$ cat src/rtl/axi_rd_arbiter_pkg.sv
// Shared types and constants for the AXI read-port arbiter.
package axi_rd_arbiter_pkg;

  typedef enum logic [1:0] {
    IDLE = 2'd0,
    ADDR = 2'd1,
    DATA = 2'd2
  } rd_state_e;

  localparam logic [1:0] RRESP_OKAY   = 2'b00;
  localparam logic [1:0] RRESP_EXOKAY = 2'b01;
  localparam logic [1:0] RRESP_SLVERR = 2'b10;
  localparam logic [1:0] RRESP_DECERR = 2'b11;

endpackage

$ cat src/rtl/axi_rd_arbiter_rr_arbiter.sv
// Round-robin one-hot arbiter; the search starts one lane past the last winner.
module rr_arbiter #(
  parameter int unsigned N  = 4,
  localparam int unsigned IW = (N > 1) ? $clog2(N) : 1
) (
  input  logic          clk,
  input  logic          rst_n,
  input  logic [N-1:0]  req,
  input  logic          upd_en,
  output logic [N-1:0]  grant,
  output logic [IW-1:0] grant_idx
);

  logic [IW-1:0] ptr_q, ptr_d;

  // Scan lanes ptr+1 .. ptr+N and take the first requester
  always_comb begin : scan
    logic        found;
    int unsigned c;
    found     = 1'b0;
    c         = 0;
    grant     = '0;
    grant_idx = '0;
    for (int unsigned k = 1; k <= N; k++) begin
      c = (32'(ptr_q) + k) % N;
      if (!found && req[c]) begin
        found     = 1'b1;
        grant[c]  = 1'b1;
        grant_idx = IW'(c);
      end
    end
  end

  // Move the pointer only when a grant is actually taken
  always_comb begin
    ptr_d = ptr_q;
    if (upd_en && (|req)) ptr_d = grant_idx;
  end

  // Pointer resets to the last lane so lane 0 wins first
  always_ff @(posedge clk or negedge rst_n) begin
    if (!rst_n) ptr_q <= IW'(N - 1);
    else        ptr_q <= ptr_d;
  end

endmodule

$ cat src/rtl/axi_rd_arbiter.sv
// Shares one AXI read port among NUM_AXI requesters, one burst in flight.
module axi_rd_arbiter
  import axi_rd_arbiter_pkg::*;
#(
  parameter int unsigned NUM_AXI    = 4,
  parameter int unsigned ADDR_WIDTH = 32,
  parameter int unsigned DATA_WIDTH = 64,
  parameter int unsigned ID_WIDTH   = 6,
  parameter int unsigned LEN_WIDTH  = 4,
  localparam int unsigned IW = (NUM_AXI > 1) ? $clog2(NUM_AXI) : 1
) (
  input  logic                          ACLK,
  input  logic                          ARESETN,
  input  logic [ADDR_WIDTH*NUM_AXI-1:0] S_AXI_ARADDR,
  input  logic [LEN_WIDTH*NUM_AXI-1:0]  S_AXI_ARLEN,
  input  logic [ID_WIDTH*NUM_AXI-1:0]   S_AXI_ARID,
  input  logic [NUM_AXI-1:0]            S_AXI_ARVALID,
  output logic [NUM_AXI-1:0]            S_AXI_ARREADY,
  output logic [DATA_WIDTH*NUM_AXI-1:0] S_AXI_RDATA,
  output logic [2*NUM_AXI-1:0]          S_AXI_RRESP,
  output logic [NUM_AXI-1:0]            S_AXI_RLAST,
  output logic [NUM_AXI-1:0]            S_AXI_RVALID,
  input  logic [NUM_AXI-1:0]            S_AXI_RREADY,
  output logic [ADDR_WIDTH-1:0]         M_AXI_ARADDR,
  output logic [LEN_WIDTH-1:0]          M_AXI_ARLEN,
  output logic [ID_WIDTH-1:0]           M_AXI_ARID,
  output logic                          M_AXI_ARVALID,
  input  logic                          M_AXI_ARREADY,
  input  logic [DATA_WIDTH-1:0]         M_AXI_RDATA,
  input  logic [1:0]                    M_AXI_RRESP,
  input  logic                          M_AXI_RLAST,
  input  logic                          M_AXI_RVALID,
  output logic                          M_AXI_RREADY,
  output logic [IW-1:0]                 grant_idx,
  output logic                          err_len
);

  rd_state_e              state_q, state_d;
  logic [ADDR_WIDTH-1:0]  araddr_q, araddr_d;
  logic [LEN_WIDTH-1:0]   arlen_q, arlen_d;
  logic [ID_WIDTH-1:0]    arid_q, arid_d;
  logic [NUM_AXI-1:0]     arready_q, arready_d;
  logic [IW-1:0]          gidx_q, gidx_d;
  logic [LEN_WIDTH-1:0]   cnt_q, cnt_d;
  logic                   err_q, err_d;
  logic                   arb_upd;
  logic [NUM_AXI-1:0]     arb_grant;
  logic [IW-1:0]          arb_idx;
  logic                   r_hs;

  rr_arbiter #(.N(NUM_AXI)) u_rr (
    .clk       (ACLK),
    .rst_n     (ARESETN),
    .req       (S_AXI_ARVALID),
    .upd_en    (arb_upd),
    .grant     (arb_grant),
    .grant_idx (arb_idx)
  );

  // State register and all datapath flops
  always_ff @(posedge ACLK or negedge ARESETN) begin
    if (!ARESETN) begin
      state_q   <= IDLE;
      araddr_q  <= '0;
      arlen_q   <= '0;
      arid_q    <= '0;
      arready_q <= '0;
      gidx_q    <= '0;
      cnt_q     <= '0;
      err_q     <= 1'b0;
    end else begin
      state_q   <= state_d;
      araddr_q  <= araddr_d;
      arlen_q   <= arlen_d;
      arid_q    <= arid_d;
      arready_q <= arready_d;
      gidx_q    <= gidx_d;
      cnt_q     <= cnt_d;
      err_q     <= err_d;
    end
  end

  // Next state: grant and latch in IDLE, wait for AR handshake, count beats
  always_comb begin
    state_d   = state_q;
    araddr_d  = araddr_q;
    arlen_d   = arlen_q;
    arid_d    = arid_q;
    arready_d = '0;
    gidx_d    = gidx_q;
    cnt_d     = cnt_q;
    err_d     = err_q;
    arb_upd   = 1'b0;
    r_hs      = M_AXI_RVALID && S_AXI_RREADY[gidx_q];
    unique case (state_q)
      IDLE: begin
        if (|S_AXI_ARVALID) begin
          arb_upd   = 1'b1;
          gidx_d    = arb_idx;
          araddr_d  = S_AXI_ARADDR[arb_idx*ADDR_WIDTH +: ADDR_WIDTH];
          arlen_d   = S_AXI_ARLEN[arb_idx*LEN_WIDTH +: LEN_WIDTH];
          arid_d    = S_AXI_ARID[arb_idx*ID_WIDTH +: ID_WIDTH];
          arready_d = arb_grant;
          state_d   = ADDR;
        end
      end
      ADDR: begin
        if (M_AXI_ARREADY) begin
          cnt_d   = arlen_q;
          state_d = DATA;
        end
      end
      DATA: begin
        if (r_hs) begin
          cnt_d = cnt_q - LEN_WIDTH'(1);
          // RLAST must coincide exactly with the counter reaching zero
          if (M_AXI_RLAST != (cnt_q == '0)) err_d = 1'b1;
          if (M_AXI_RLAST) state_d = IDLE;
        end
      end
      default: state_d = IDLE;
    endcase
  end

  // Outputs: AR side from registers, R side steered to the granted lane
  always_comb begin
    M_AXI_ARVALID = (state_q == ADDR);
    M_AXI_RREADY  = 1'b0;
    S_AXI_RVALID  = '0;
    S_AXI_RLAST   = '0;
    S_AXI_RDATA   = {NUM_AXI{M_AXI_RDATA}};
    S_AXI_RRESP   = {NUM_AXI{M_AXI_RRESP}};
    if (state_q == DATA) begin
      M_AXI_RREADY         = S_AXI_RREADY[gidx_q];
      S_AXI_RVALID[gidx_q] = M_AXI_RVALID;
      S_AXI_RLAST[gidx_q]  = M_AXI_RLAST;
    end
  end

  assign S_AXI_ARREADY = arready_q;
  assign M_AXI_ARADDR  = araddr_q;
  assign M_AXI_ARLEN   = arlen_q;
  assign M_AXI_ARID    = arid_q;
  assign grant_idx     = gidx_q;
  assign err_len       = err_q;

endmodule
$ cat config.mk
export PLATFORM = sky130hd
export DESIGN_NAME = axi_rd_arbiter
export DESIGN_NICKNAME = d
export VERILOG_FILES = /design/src/rtl/axi_rd_arbiter_pkg.sv /design/src/rtl/axi_rd_arbiter_rr_arbiter.sv /design/src/rtl/axi_rd_arbiter.sv
export SDC_FILE = /design/constraint.sdc
export NUM_CORES = 1
export LEC_CHECK = 0
export CAP_MARGIN = 20
export CORE_AREA = 2 2 223 225
export DETAILED_ROUTE_END_ITERATION = 8
export DIE_AREA = 0 0 225 227
export HOLD_SLACK_MARGIN = 0.15
export PLACE_DENSITY = 0.48
export SLEW_MARGIN = 20
export SYNTH_ARGS = -nofsm -noshare
export SYNTH_HDL_FRONTEND = slang
export SYNTH_SLANG_ARGS = --single-unit
$ cat constraint.sdc
create_clock -name ACLK -period 5.1 [get_ports ACLK]
set_input_delay 0.765 -clock ACLK [delete_from_list [all_inputs] [get_ports ACLK]]
set_output_delay 0.765 -clock ACLK [all_outputs]
set_load 0.05 [all_outputs]
Word level (Yosys, flattened, before mapping)
Index checks and enable logic that the tools add are counted.
{"block": "totals", "ff_bits": 57, "latchBits": 0, "ramBits": 0, "romBits": 0, "inputBits": 247, "out_inout_bits": 323, "wordCells": 107, "memories": 0}
{"block": "classes", "n_addsub": 5, "n_mul": 1, "div": 0, "order_cmp": 10, "eq_ne": 7, "n_shift": 3, "mux": 46, "n_bitwise": 5, "reduce_logical": 21}
{"op": "128-bit by 8-bit variable part select with 32-bit output", "count": 1}
{"op": "4-bit 2-to-1 mux", "count": 10}
{"op": "24-bit by 6-bit variable part select with 6-bit output", "count": 1}
{"op": "1-bit 2-to-1 mux", "count": 16}
{"op": "2-bit 2-to-1 mux", "count": 8}
{"op": "16-bit by 5-bit variable part select with 4-bit output", "count": 1}
{"op": "2-bit by 3-bit < comparator with 1-bit output, second input constant", "count": 5}
{"op": "4-bit OR", "count": 3}
{"op": "1-bit binary-select mux with 2-bit select", "count": 5}
{"op": "1-bit demux with 2-bit select", "count": 5}
{"op": "2-bit by 1-bit greater-or-equal comparator with 1-bit output, second input constant", "count": 5}
{"op": "1-bit logical AND", "count": 10}
{"op": "4-bit bitwise AND", "count": 2}
{"op": "4-bit one-hot mux with 2 select lines", "count": 1}
{"op": "2-bit inequality test, second input constant", "count": 3}
{"op": "2-bit one-hot mux with 3 select lines", "count": 1}
{"op": "3-bit AND reduction", "count": 2}
{"op": "2-bit by 1-bit adder with 2-bit output, second input constant", "count": 2}
{"op": "2-bit adder, second input constant", "count": 2}
{"op": "4-bit logical NOT", "count": 1}
{"op": "2-bit by 2-bit multiplier with 4-bit output, second input constant", "count": 1}
{"op": "4-bit AND reduction", "count": 1}
{"op": "4-bit OR reduction", "count": 1}
{"op": "4-bit by 1-bit subtractor with 4-bit output, second input constant", "count": 1}
{"op": "8 further kinds", "count": 10}

Depth between registers and ports, before layout
Gate-level depths: netlist of run 1.
{"block": "depth", "word_depth": 15, "ltp_mapped": 16, "depth_no_buf": 8}

By module
Synthesis of run 1 repeated with hierarchy kept, for this count alone.
{"block": "hier_totals", "cells_unflattened": 541, "hier_area_um2": 5871.9}
{"mod": "axi_rd_arbiter", "instances": 1, "cells_each": 477, "area_each_um2": 5300.1, "seq_area_each_um2": 1376.3}
{"mod": "rr_arbiter", "instances": 1, "cells_each": 64, "area_each_um2": 571.8, "seq_area_each_um2": 52.6}

Least setup slack after synthesis of run 1
Ideal clock, no wire load.
{"block": "synth_path", "path_kind": "register to register", "startpoint": "register u_rr.ptr_q[0]", "endpoint": "register arlen_q[1], in the netlist M_AXI_ARLEN[1]", "setup_time_ns": 0.128, "arrival_ns": 3.587, "required_ns": 4.972, "slack_ns": 1.385, "path_stages_with_launch": 17, "path_buffers": 8, "synth_period_minus_slack_ns": 3.715, "cell_sequence": "dfstp_2 -> buf_6 -> inv_1 -> clkbuf_1 -> buf_1 -> ha_1 -> buf_2 -> mux2_1 -> mux2_2 -> buf_4 -> nor4b_4 -> a211o_1 -> buf_4 -> a21o_1 -> buf_4 -> buf_6 -> o211ai_2"}
{"block": "synth_via", "elab_chain_cells": 14, "word_cells_on_any_way": 26, "classes_between": "4 x add/sub; 1 x shift; 15 x mux; 6 x reduce/logical"}
{"element": "from (decl)", "line": "axi_rd_arbiter_rr_arbiter.sv:14", "rtl": "logic [IW-1:0] ptr_q, ptr_d;"}
{"element": "from (signal assigned)", "line": "axi_rd_arbiter_rr_arbiter.sv:42", "rtl": "if (!rst_n) ptr_q <= IW'(N - 1);"}
{"element": "from (signal assigned)", "line": "axi_rd_arbiter_rr_arbiter.sv:43", "rtl": "else ptr_q <= ptr_d;"}
{"element": "2-bit by 1-bit adder with 2-bit output", "line": "axi_rd_arbiter_rr_arbiter.sv:25", "rtl": "c = (32'(ptr_q) + k) % N;"}
{"element": "1-bit binary-select mux with 2-bit select", "line": "axi_rd_arbiter_rr_arbiter.sv:26", "rtl": "if (!found && req[c]) begin"}
{"element": "1-bit 2-to-1 mux (implied by the code)", "line": "axi_rd_arbiter_rr_arbiter.sv:26"}
{"element": "1-bit 2-to-1 mux", "line": "axi_rd_arbiter_rr_arbiter.sv:26"}
{"element": "1-bit logical NOT", "line": "axi_rd_arbiter_rr_arbiter.sv:26"}
{"element": "1-bit logical AND", "line": "axi_rd_arbiter_rr_arbiter.sv:26"}
{"element": "1-bit 2-to-1 mux", "line": "axi_rd_arbiter_rr_arbiter.sv:26"}
{"element": "1-bit logical NOT", "line": "axi_rd_arbiter_rr_arbiter.sv:26"}
{"element": "1-bit logical AND", "line": "axi_rd_arbiter_rr_arbiter.sv:26"}
{"element": "1-bit 2-to-1 mux", "line": "axi_rd_arbiter_rr_arbiter.sv:26"}
{"element": "1-bit logical NOT", "line": "axi_rd_arbiter_rr_arbiter.sv:26"}
{"element": "1-bit logical AND", "line": "axi_rd_arbiter_rr_arbiter.sv:26"}
{"element": "2-bit 2-to-1 mux *", "line": "axi_rd_arbiter_rr_arbiter.sv:26"}
{"element": "16-bit by 5-bit variable part select with 4-bit output *", "line": "axi_rd_arbiter.sv:101", "rtl": "arlen_d = S_AXI_ARLEN[arb_idx*LEN_WIDTH +: LEN_WIDTH];"}
{"element": "to (signal assigned)", "line": "axi_rd_arbiter.sv:74", "rtl": "arlen_q <= arlen_d;"}
{"element": "to (decl)", "line": "axi_rd_arbiter.sv:40", "rtl": "logic [LEN_WIDTH-1:0] arlen_q, arlen_d;"}
Every way passes the cells marked *; elsewhere a longest branch is shown, timed or not. The select of a mux whose other input is x is not followed.
A chain may end at the register's enable or synchronous reset.

Worst setup path in the final report of run 1
{"block": "layout_path", "startpoint": "register u_rr.ptr_q[1]", "endpoint": "register araddr_q[18], in the netlist M_AXI_ARADDR[18]"}
{"block": "layout_via", "elab_chain_cells": 14, "word_cells_on_any_way": 26, "classes_between": "4 x add/sub; 1 x shift; 15 x mux; 6 x reduce/logical"}
{"element": "2-bit by 1-bit adder with 2-bit output", "line": "axi_rd_arbiter_rr_arbiter.sv:25"}
{"element": "1-bit binary-select mux with 2-bit select", "line": "axi_rd_arbiter_rr_arbiter.sv:26"}
{"element": "1-bit 2-to-1 mux (implied by the code)", "line": "axi_rd_arbiter_rr_arbiter.sv:26"}
{"element": "1-bit 2-to-1 mux", "line": "axi_rd_arbiter_rr_arbiter.sv:26"}
{"element": "1-bit logical NOT", "line": "axi_rd_arbiter_rr_arbiter.sv:26"}
{"element": "1-bit logical AND", "line": "axi_rd_arbiter_rr_arbiter.sv:26"}
{"element": "1-bit 2-to-1 mux", "line": "axi_rd_arbiter_rr_arbiter.sv:26"}
{"element": "1-bit logical NOT", "line": "axi_rd_arbiter_rr_arbiter.sv:26"}
{"element": "1-bit logical AND", "line": "axi_rd_arbiter_rr_arbiter.sv:26"}
{"element": "1-bit 2-to-1 mux", "line": "axi_rd_arbiter_rr_arbiter.sv:26"}
{"element": "1-bit logical NOT", "line": "axi_rd_arbiter_rr_arbiter.sv:26"}
{"element": "1-bit logical AND", "line": "axi_rd_arbiter_rr_arbiter.sv:26"}
{"element": "2-bit 2-to-1 mux *", "line": "axi_rd_arbiter_rr_arbiter.sv:26"}
{"element": "128-bit by 8-bit variable part select with 32-bit output *", "line": "axi_rd_arbiter.sv:100", "rtl": "araddr_d = S_AXI_ARADDR[arb_idx*ADDR_WIDTH +: ADDR_WIDTH];"}
{"element": "to (signal assigned)", "line": "axi_rd_arbiter.sv:73", "rtl": "araddr_q <= araddr_d;"}
{"element": "to (decl)", "line": "axi_rd_arbiter.sv:39", "rtl": "logic [ADDR_WIDTH-1:0] araddr_q, araddr_d;"}
Marked as above.

==> qor.yml, run 1 <==
run_status:
  status: "finished, final reports clean"
floorplanning:
  fp.dieW_um: 225
  core_um2: 48500
  ios: 570
  start_util_pct: 14.7
  row_count: 81
  die_y_um: 227
  die-area_um2: 51100
final_layout:
  design_area_um2: 8500
  syn_to_final_growth_pct: 19.0
  final_cell_mix: "clkdlybuf4s50_1, nand3_1, nor2_1"
  num-fill-cells: 5441
  mostFrequentLayoutCell: "clkdlybuf4s50_1"
  ff_latch_area_um2: 1430
  drive_gt1_share_pct: 11.1
  nets: 1081
  multi_input_area_um2: 3440
cts:
  hold_buffers: 0
  clkSinkCount: 57
  clk_pin_slew_ns: 0.06
  numCtsBuffers: 9
  clock_latency_ns: 0.37
  htree_levels: 3
  cts_tree: "built"
  cts_root_buffer: "clkbuf_16"
  ctsResizeCount: 0
  postCtsSetupBuffers: 0
  clockBufferDepth: 2
routing:
  ant_nets: 0
  drt-vias-per-instance: 4.29
  dr.pass1.iters: 7
  routed_wl_um: 32000
  initialDrtViolationCount: 441
  drc: 0
  vias: 6236
  post_drt_wl_per_cell_um: 22.0
critical_path:
  path_buf_inv: 2
  arrival_ns: 4.26
  max_stage_delay_ns: 0.69
  worstPathRequired_ns: 5.39
  path_class: "reg -> reg"
  slowest_stage: "dfstp_2"
  crit_chain: "inv_1 > ha_1 > mux2_2 > mux2_4 > nor4b_4 > a211o_2 > buf_4 > nand3_1 > o211ai_2"
  critPathTopFamily: "multiplexers"
  cp-start-kind: "register"
  critPathMaxFanout: 43
  worstSetupEndpointType: "register"
timing:
  hold_viol: 0
  period_minus_slack_ns: 3.97
  rsz0062_at_grt: "false"
  drv_slew: 0
  setup_viol: 0
  setup_tns_ns: 0
  tightest_slew_ns: 0.888
  period_share_pct: 77.8
  max_freq_ghz: 0.252
  slew_headroom_pct: 40.8
  finClkSkew_ns: 0.00789
synth:
  synth_area_leaders: "buf_4, dfrtp_1, o211ai_2"
  netlist_area_um2: 7140
  synthesis.nets: 1155
  synth_cell_types: 49
  yosysSeqAreaShare_pct: 20.0
  yosys.area.top_type_share_pct: 28.1
  ys_warn_count: 0
  postSynthAreaPerCell_um2: 7.94
  synth_top_cell_by_area: "buf_4"
  syn_inst: 899
  synth_seq_cells: 57
placement:
  place_congestion: 0.744
  numPortBuffers: 239
  hpwl_um: 24000
  place_area_um2: 8190
grt:
  grtUsageTotal_pct: 12.2
  grt_pass1_vias: 6298
  antenna_found_initial: 3
  grt_start_max_net_pins: 58
  grt_overflow: 0
  grt_pass1_wl_um: 44300
job:
  cap_violations: 0
min_path:
  holdCritPathClass: "reg -> reg"
power_and_ir_drop:
  powerDensity_nw_per_um2: 749
  p_leak_uw: 0.00305
  vdd_drop_max_v: 0.000505
[power breakdown]
part	internal (uW)	total, uW	switching (uW)
clock	381	658	277
sequential	705	902	197
combinational	1650	4800	3150
total	2730	6360	3630
[sequential cells by signal, indices dropped and copies added, names as in the netlist]
| name | flops |
|---|---|
| u_rr.ptr_q | 2 |
| M_AXI_ARID | 6 |
| err_len | 1 |
| S_AXI_ARREADY | 4 |
| cnt_q | 4 |
| M_AXI_ARLEN | 4 |
| state_q | 2 |
| grant_idx | 2 |
| M_AXI_ARADDR | 32 |
[final cells by class]
type,instances,area share (%)
flip-flops and latches,57,16.8
repair buffers,254,29.6
clock inverters,7,0.928
multi-input cells,496,40.5
well taps,622,9.16
inverters,7,0.309
clock buffers,9,2.65
diodes,2,0.0589
[layer usage]
layer / global-route usage (%) / routed length (um) / vias to the layer above
met1: 11.7 / 10900 / 2893
met3: 6.08 / 3590 / 56
met5: 0.569 / 50 / -
met2: 21.6 / 16200 / 483
li1: - / - / 2800
met4: 5.70 / 1310 / 4
[synth_stat cells (all sizes together)]
cell type	number
a32oi	3
a221oi	2
nor3b	1
a211oi	1
a21o	1
a21oi	10
nand4	1
nor4b	2
a221o	4
o21bai	2
mux2i	45
buf	286
nor2	59
a31oi	4
inv	7
mux4	4
o21ai	56
a21boi	1
nor3	4
o21a	1
clkbuf	53
or2	3
dfstp	2
dfrtp	55
nand3	85
o211ai	41
xnor2	1
a211o	1
nor2b	3
xor2	1
nand2	56
mux2	3
a22o	1
o221ai	1
nand2b	4
and2	1
o31ai	1
ha	9
a311oi	42
nor4	42
[cell families after synthesis]
logic type	after synthesis	synth area share, %
simple gates	261	17.7
fa+ha+maj	9	1.58
buf+inv	346	33.0
flops	57	20.0
mux	52	8.05
compound gates	172	19.4
xor+xnor	2	0.245
[through the flow]
step	hold WS [ns]	cells	util, %	worst slack [ns]	total power (uW)
after floorplan	0.469	899	-	1.38	4780
after global placement	0.472	1436	16.9	1.14	5710
after detailed placement	0.473	1436	16.9	1.09	5790
after CTS	0.489	1452	17.5	1.10	6510
after global routing	0.507	1454	17.5	0.903	6850
final	0.484	1454	17.5	1.13	6360
[final timing paths]
check	start	to	slack, ns	cells after the start
setup / recovery	u_rr.ptr_q[1]$_DFFE_PN1P_	M_AXI_ARADDR[18]$_DFFE_PN0P_	1.13	9
hold / removal	err_len$_DFFE_PN0P_	err_len$_DFFE_PN0P_	0.48	1
setup reg to reg	u_rr.ptr_q[1]$_DFFE_PN1P_	M_AXI_ARADDR[18]$_DFFE_PN0P_	1.13	9
hold reg to reg	err_len$_DFFE_PN0P_	err_len$_DFFE_PN0P_	0.48	1
max in group asynchronous	ARESETN	M_AXI_ARADDR[27]$_DFFE_PN0P_	4.01	1
min in group asynchronous	ARESETN	M_AXI_ARADDR[1]$_DFFE_PN0P_	0.51	1
Power figures use the tool's default switching activity.
==> run 2, diff against run 1 <==
- CORE_AREA: 2 2 223 225 -> 2 2 220 222
- DIE_AREA: 0 0 225 227 -> 0 0 222 224
- PLACE_DENSITY: 0.48 -> 0.51
- clock period: 5.1 -> 3.3 ns (I/O delays scaled with it)
==> run 2 against run 1 <==
Non-clock buffer count rose by 17. Cell area rose by 3.0%. Die area fell by 2.6%. Combinational power rose by 65%. Critical path depth fell by 1. Setup slack got worse by 0.78 ns. Fmax rose by 35%. Count of clock-buffer cells in the layout did not move. Via count rose by 1.1%. First-iteration DRC count rose by 0.68%. Utilization rose by 0.99 points. Global-route usage rose by 0.44 points.
==> qor.yml, run 2 (same netlist as run 1, synthesis figures left out) <==
floorplanning:
  die-area_um2: 49700  # was 51,100 um^2
  die_y_um: 224  # was 227 um
  fp.dieW_um: 222  # was 225 um
  start_util_pct: 15.1  # was 14.7%
  row_count: 80  # was 81
  ios: 570  # unchanged
  core_um2: 47300  # was 48,500 um^2
critical_path:
  reg2reg_depth: 8  # was 9
  critPathMaxFanout: 24  # was 43
  path_class: "reg -> reg"  # unchanged
  worstPathRequired_ns: 3.54  # was 5.39 ns
  timing.rr.start: "u_rr.ptr_q[1]$_DFFE_PN1P_"  # unchanged
  crit_chain: "inv_1 > ha_4 > mux2_2 > mux2_4 > o31ai_4 > buf_12 > mux2i_1 > o211ai_2"  # was inv_1 > ha_1 > mux2_2 > mux2_4 > nor4b_4 > a211o_2 > buf_4 > nand3_1 > o211ai_2
  max_stage_delay_ns: 0.53  # was 0.69 ns
  cp-start-kind: "register"  # unchanged
  arrival_ns: 3.19  # was 4.26 ns
  slowest_stage: "dfstp_2"  # unchanged
  r2r_setup_slack_ns: 0.36  # was 1.13 ns
  worstSetupEndpointType: "register"  # unchanged
  reg2reg_to: "M_AXI_ARADDR[25]$_DFFE_PN0P_"  # was M_AXI_ARADDR[18]$_DFFE_PN0P_
timing:
  drv_slew: 0  # unchanged
  finClkSkew_ns: 0.0109  # was 0.00789 ns
  setup_viol: 0  # unchanged
  tightest_slew_ns: 0.867  # was 0.888 ns
  hold_viol: 0  # unchanged
  period_share_pct: 89.2  # was 77.8%
  hold_slack_ns: 0.254  # was 0.484 ns
  period_minus_slack_ns: 2.94  # was 3.97 ns
  slew_headroom_pct: 42.2  # was 40.8%
  max_freq_ghz: 0.340  # was 0.252 GHz
  rsz0062_at_grt: "false"  # unchanged
  setup_tns_ns: 0  # unchanged
routing:
  dr.pass1.iters: 5  # was 7
  dr_wl_met3_um: 3680  # was 3590 um
  vias: 6304  # was 6,236
  drt-vias-per-instance: 4.31  # was 4.29
  ant_nets: 0  # unchanged
  drc: 0  # unchanged
  topRoutingLayerUsed: "met4"  # was met5
  met2_length_um: 16200  # about the same
  post_drt_wl_per_cell_um: 22.2  # was 22.0 um
  initialDrtViolationCount: 444  # was 441
  met1_length_um: 11400  # was 10,900 um
  routed_wl_um: 32500  # was 32,000 um
run_status:
  status: "finished, final reports clean"  # unchanged
cts:
  clock_latency_ns: 0.36  # was 0.37 ns
  cts_tree: "built"  # unchanged
  postCtsSetupBuffers: 0  # unchanged
  hold_buffers: 0  # unchanged
  clk_pin_slew_ns: 0.07  # was 0.06 ns
  htree_levels: 3  # unchanged
  ctsResizeCount: 0  # unchanged
  clkSinkCount: 57  # unchanged
  clockBufferDepth: 2  # unchanged
  cts_root_buffer: "clkbuf_16"  # unchanged
  numCtsBuffers: 9  # unchanged
grt:
  grt_pass1_wl_um: 45300  # was 44,300 um
  grt_start_max_net_pins: 67  # was 58
  antenna_found_initial: 0  # was 3
  grtUsageTotal_pct: 12.6  # was 12.2%
  grt_overflow: 0  # unchanged
  grt_pass1_vias: 6281  # was 6,298
power_and_ir_drop:
  power_uw: 10300  # was 6360 uW
  powerDensity_nw_per_um2: 1180  # was 749 nW/um^2
  p_leak_uw: 0.00319  # was 0.00305 uW
  vdd_drop_max_v: 0.000672  # was 0.000505 V
placement:
  hpwl_um: 25400  # was 24,000 um
  place_area_um2: 8430  # was 8190 um^2
  place_congestion: 0.772  # was 0.744
  numPortBuffers: 239  # unchanged
final_layout:
  design_area_um2: 8750  # was 8500 um^2
  ff_latch_area_um2: 1430  # unchanged
  multi_input_area_um2: 3450  # was 3440 um^2
  largest_register_ffs: 32  # unchanged
  syn_to_final_growth_pct: 22.6  # was 19.0%
  nets: 1098  # was 1,081
  diodes: 0  # was 2
  mostFrequentLayoutCell: "clkdlybuf4s50_1"  # unchanged
  num-fill-cells: 5313  # was 5,441
  drive_gt1_share_pct: 13.1  # was 11.1%
  final_cell_mix: "clkdlybuf4s50_1, nand3_1, nor2_1"  # unchanged
min_path:
  holdCritPathClass: "in -> async"  # was reg -> reg
job:
  cap_violations: 0  # unchanged
run 2: worst max-delay path by stage:
stage	start	endpoint	slack (ns)	depth (start not counted)
global placement	S_AXI_ARVALID[0]	M_AXI_ARADDR[3]$_DFFE_PN0P_	0.20	8
global route	u_rr.ptr_q[1]$_DFFE_PN1P_	M_AXI_ARADDR[21]$_DFFE_PN0P_	0.21	8
CTS	u_rr.ptr_q[1]$_DFFE_PN1P_	M_AXI_ARADDR[21]$_DFFE_PN0P_	0.34	8
detailed placement	S_AXI_ARVALID[2]	M_AXI_ARADDR[21]$_DFFE_PN0P_	0.11	8
floorplan	u_rr.ptr_q[0]$_DFFE_PN1P_	M_AXI_ARLEN[1]$_DFFE_PN0P_	0.002	16
finish	u_rr.ptr_q[1]$_DFFE_PN1P_	M_AXI_ARADDR[25]$_DFFE_PN0P_	0.36	8
run 2: critical path, delay by kind of cell, from the launching register on:
family / cells / cell delay [ns]
fa+ha+maj: 1 / 0.31
buf+inv: 2 / 0.38
compound gates: 2 / 0.45
flops: 1 / 0.53
mux: 3 / 1.12
run 2: where the power goes:
part	total, uW	switching, uW	internal [uW]
registers	1350	260	1090
clock network	1070	407	661
logic	7900	4990	2910
run 2: final cells by class:
| cell class | count | area share, % |
|---|---|---|
| Sequential cell | 57 | 16.3 |
| Timing Repair Buffer | 271 | 31.5 |
| Clock inverter | 7 | 1.09 |
| Tap cell | 615 | 8.79 |
| Multi-Input combinational cell | 496 | 39.5 |
| Clock buffer | 9 | 2.57 |
| Inverter | 7 | 0.300 |
run 2: metrics by stage:
| stage | cells | setup WS (ns) | util, % |
|---|---|---|---|
| finish | 1462 | 0.357 | 18.5 |
| global route | 1462 | 0.211 | 18.5 |
| CTS | 1462 | 0.342 | 18.5 |
| detailed placement | 1446 | 0.113 | 17.8 |
| global placement | 1446 | 0.201 | 17.8 |
| floorplan | 899 | 0.00197 | - |
run 2: routing by layer:
layer / up-vias / GRT usage, %
met5: - / 0.489
met4: 0 / 5.34
met3: 56 / 6.35
met2: 532 / 22.2
met1: 2881 / 12.5
li1: 2835 / -
==> run 3, diff against run 2 <==
- CORE_AREA: 2 2 220 222 -> 2 2 223 225
- DIE_AREA: 0 0 222 224 -> 0 0 225 227
- PLACE_DENSITY: 0.51 -> 0.5
- SLEW_MARGIN: 20 -> unset
==> run 3 against run 2 <==
Via count rose by 0.60%. Global-route usage is 0.58 points lower. Die area is 2.7% higher. Utilization down 0.39 points. Critical endpoint is now M_AXI_ARADDR[4]$_DFFE_PN0P_. Highest routed layer unchanged. Routed wire length is 2.9% lower.
==> qor.yml, run 3 (same netlist as run 1, synthesis figures left out) <==
critical_path:
  critPathTopFamily: "multiplexers"  # unchanged
  crit_chain: "inv_2 > ha_4 > mux2_2 > mux2_4 > o31ai_4 > buf_12 > mux2i_1 > o211ai_2"  # was inv_1 > ha_4 > mux2_2 > mux2_4 > o31ai_4 > buf_12 > mux2i_1 > o211ai_2
  worstSetupEndpointType: "register"  # unchanged
  arrival_ns: 3.31  # was 3.19 ns
  slowest_stage: "dfstp_2"  # unchanged
  critPathMaxFanout: 22  # was 24
  path_class: "reg -> reg"  # unchanged
  cp-start-kind: "register"  # unchanged
  max_stage_delay_ns: 0.62  # was 0.53 ns
  timing.rr.start: "u_rr.ptr_q[0]$_DFFE_PN1P_"  # was u_rr.ptr_q[1]$_DFFE_PN1P_
  reg2reg_to: "M_AXI_ARADDR[4]$_DFFE_PN0P_"  # was M_AXI_ARADDR[25]$_DFFE_PN0P_
  r2r_setup_slack_ns: 0.23  # was 0.36 ns
  path_buf_inv: 2  # unchanged
  worstPathRequired_ns: 3.54  # about the same
  reg2reg_depth: 8  # unchanged
floorplanning:
  row_count: 81  # was 80
  die_y_um: 227  # was 224 um
  fp.dieW_um: 225  # was 222 um
  core_um2: 48500  # was 47,300 um^2
  die-area_um2: 51100  # was 49,700 um^2
  start_util_pct: 14.7  # was 15.1%
  ios: 570  # unchanged
routing:
  routed_wl_um: 31600  # was 32,500 um
  drt-vias-per-instance: 4.31  # about the same
  initialDrtViolationCount: 485  # was 444
  vias: 6342  # was 6,304
  ant_nets: 0  # unchanged
  dr.pass1.iters: 5  # unchanged
  post_drt_wl_per_cell_um: 21.5  # was 22.2 um
  drc: 0  # unchanged
final_layout:
  num-fill-cells: 5394  # was 5,313
  nets: 1100  # was 1,098
  final_cell_mix: "clkdlybuf4s50_1, nand3_1, nor2_1"  # unchanged
  diodes: 0  # unchanged
  largest_register_ffs: 32  # unchanged
  fin_cells: 1471  # was 1,462
  ff_latch_area_um2: 1430  # unchanged
  multi_input_area_um2: 3450  # unchanged
  syn_to_final_growth_pct: 23.1  # was 22.6%
  drive_gt1_share_pct: 13.0  # was 13.1%
  mostFrequentLayoutCell: "clkdlybuf4s50_1"  # unchanged
timing:
  setup_ws_ns: 0.231  # was 0.357 ns
  setup_tns_ns: 0  # unchanged
  finClkSkew_ns: 0.0127  # was 0.0109 ns
  max_freq_ghz: 0.326  # was 0.340 GHz
  tightest_slew_ns: 0.883  # was 0.867 ns
  period_minus_slack_ns: 3.07  # was 2.94 ns
  setup_viol: 0  # unchanged
  drv_slew: 0  # unchanged
  rsz0062_at_grt: "false"  # unchanged
  period_share_pct: 93.0  # was 89.2%
  hold_viol: 0  # unchanged
  slew_headroom_pct: 41.2  # was 42.2%
grt:
  grt_start_max_net_pins: 67  # unchanged
  grtUsageTotal_pct: 12.0  # was 12.6%
  grt_pass1_vias: 6292  # was 6,281
  grt_overflow: 0  # unchanged
  antenna_found_initial: 1  # was 0
  grt_pass1_wl_um: 44100  # was 45,300 um
power_and_ir_drop:
  vdd_drop_max_v: 0.00101  # was 0.000672 V
  powerDensity_nw_per_um2: 1190  # was 1180 nW/um^2
  p_leak_uw: 0.00321  # was 0.00319 uW
cts:
  clock_latency_ns: 0.37  # was 0.36 ns
  clkSinkCount: 57  # unchanged
  cts_tree: "built"  # unchanged
  clockBufferDepth: 2  # unchanged
  numCtsBuffers: 9  # unchanged
  cts_root_buffer: "clkbuf_16"  # unchanged
  clk_pin_slew_ns: 0.06  # was 0.07 ns
  htree_levels: 3  # unchanged
  postCtsSetupBuffers: 0  # unchanged
  ctsResizeCount: 0  # unchanged
  hold_buffers: 0  # unchanged
min_path:
  holdCritPathClass: "in -> async"  # unchanged
placement:
  numPortBuffers: 239  # unchanged
  hpwl_um: 23500  # was 25,400 um
  dp_slack_ns: 0.137  # was 0.113 ns
  placed_cells: 1455  # was 1,446
  place_congestion: 0.726  # was 0.772
run_status:
  status: "finished, final reports clean"  # unchanged
job:
  cap_violations: 0  # unchanged
[run 3: cell type report]
class,instances,area share [%]
tap,622,8.86
inverter,7,0.299
clock inverter,3,0.456
clock buffer,13,2.85
timing repair buffer,273,32.0
multi-input combinational,496,39.3
sequential,57,16.3
[run 3: stage by stage]
step / power, uW / area (um^2) / hold WS (ns) / util (%)
2_1_floorplan: 7520 / 7210 / 0.199 / -
5_1_grt: 11200 / 8790 / 0.305 / 18.1
3_5_place_dp: 9560 / 8500 / 0.465 / 17.5
4_1_cts: 10600 / 8790 / 0.272 / 18.1
3_3_place_gp: 9470 / 8500 / 0.468 / 17.5
6_report: 10500 / 8790 / 0.248 / 18.1
[run 3: worst max-delay path by stage]
stage | startpoint | endpoint | slack [ns] | cells after the start
2_1_floorplan | u_rr.ptr_q[0]$_DFFE_PN1P_ | M_AXI_ARLEN[1]$_DFFE_PN0P_ | 0.002 | 16
3_3_place_gp | S_AXI_ARVALID[0] | M_AXI_ARADDR[21]$_DFFE_PN0P_ | 0.16 | 8
3_5_place_dp | S_AXI_ARVALID[0] | M_AXI_ARADDR[4]$_DFFE_PN0P_ | 0.14 | 7
4_1_cts | u_rr.ptr_q[0]$_DFFE_PN1P_ | M_AXI_ARADDR[4]$_DFFE_PN0P_ | 0.21 | 8
5_1_grt | u_rr.ptr_q[0]$_DFFE_PN1P_ | M_AXI_ARADDR[4]$_DFFE_PN0P_ | 0.15 | 8
6_report | u_rr.ptr_q[0]$_DFFE_PN1P_ | M_AXI_ARADDR[4]$_DFFE_PN0P_ | 0.23 | 8
[run 3: per-layer routing]
metal  part of all wire, %  vias to the layer above  wire length [um]  global-route usage, %
li1                      -                     2840                 -                      -
met1                    35                     2950             11100                   12.3
met2                    51                      510             16100                   21.4
met3                    12                       42              3660                   5.77
met4                   2.2                        0               688                   4.19
met5                     0                        -                 0                      0
[run 3: where the power goes]
group / leakage (uW) / internal, uW / switching (uW)
Sequential: 0.000696 / 1090 / 259
Clock: 0.000144 / 603 / 406
Combinational: 0.00237 / 3010 / 5100
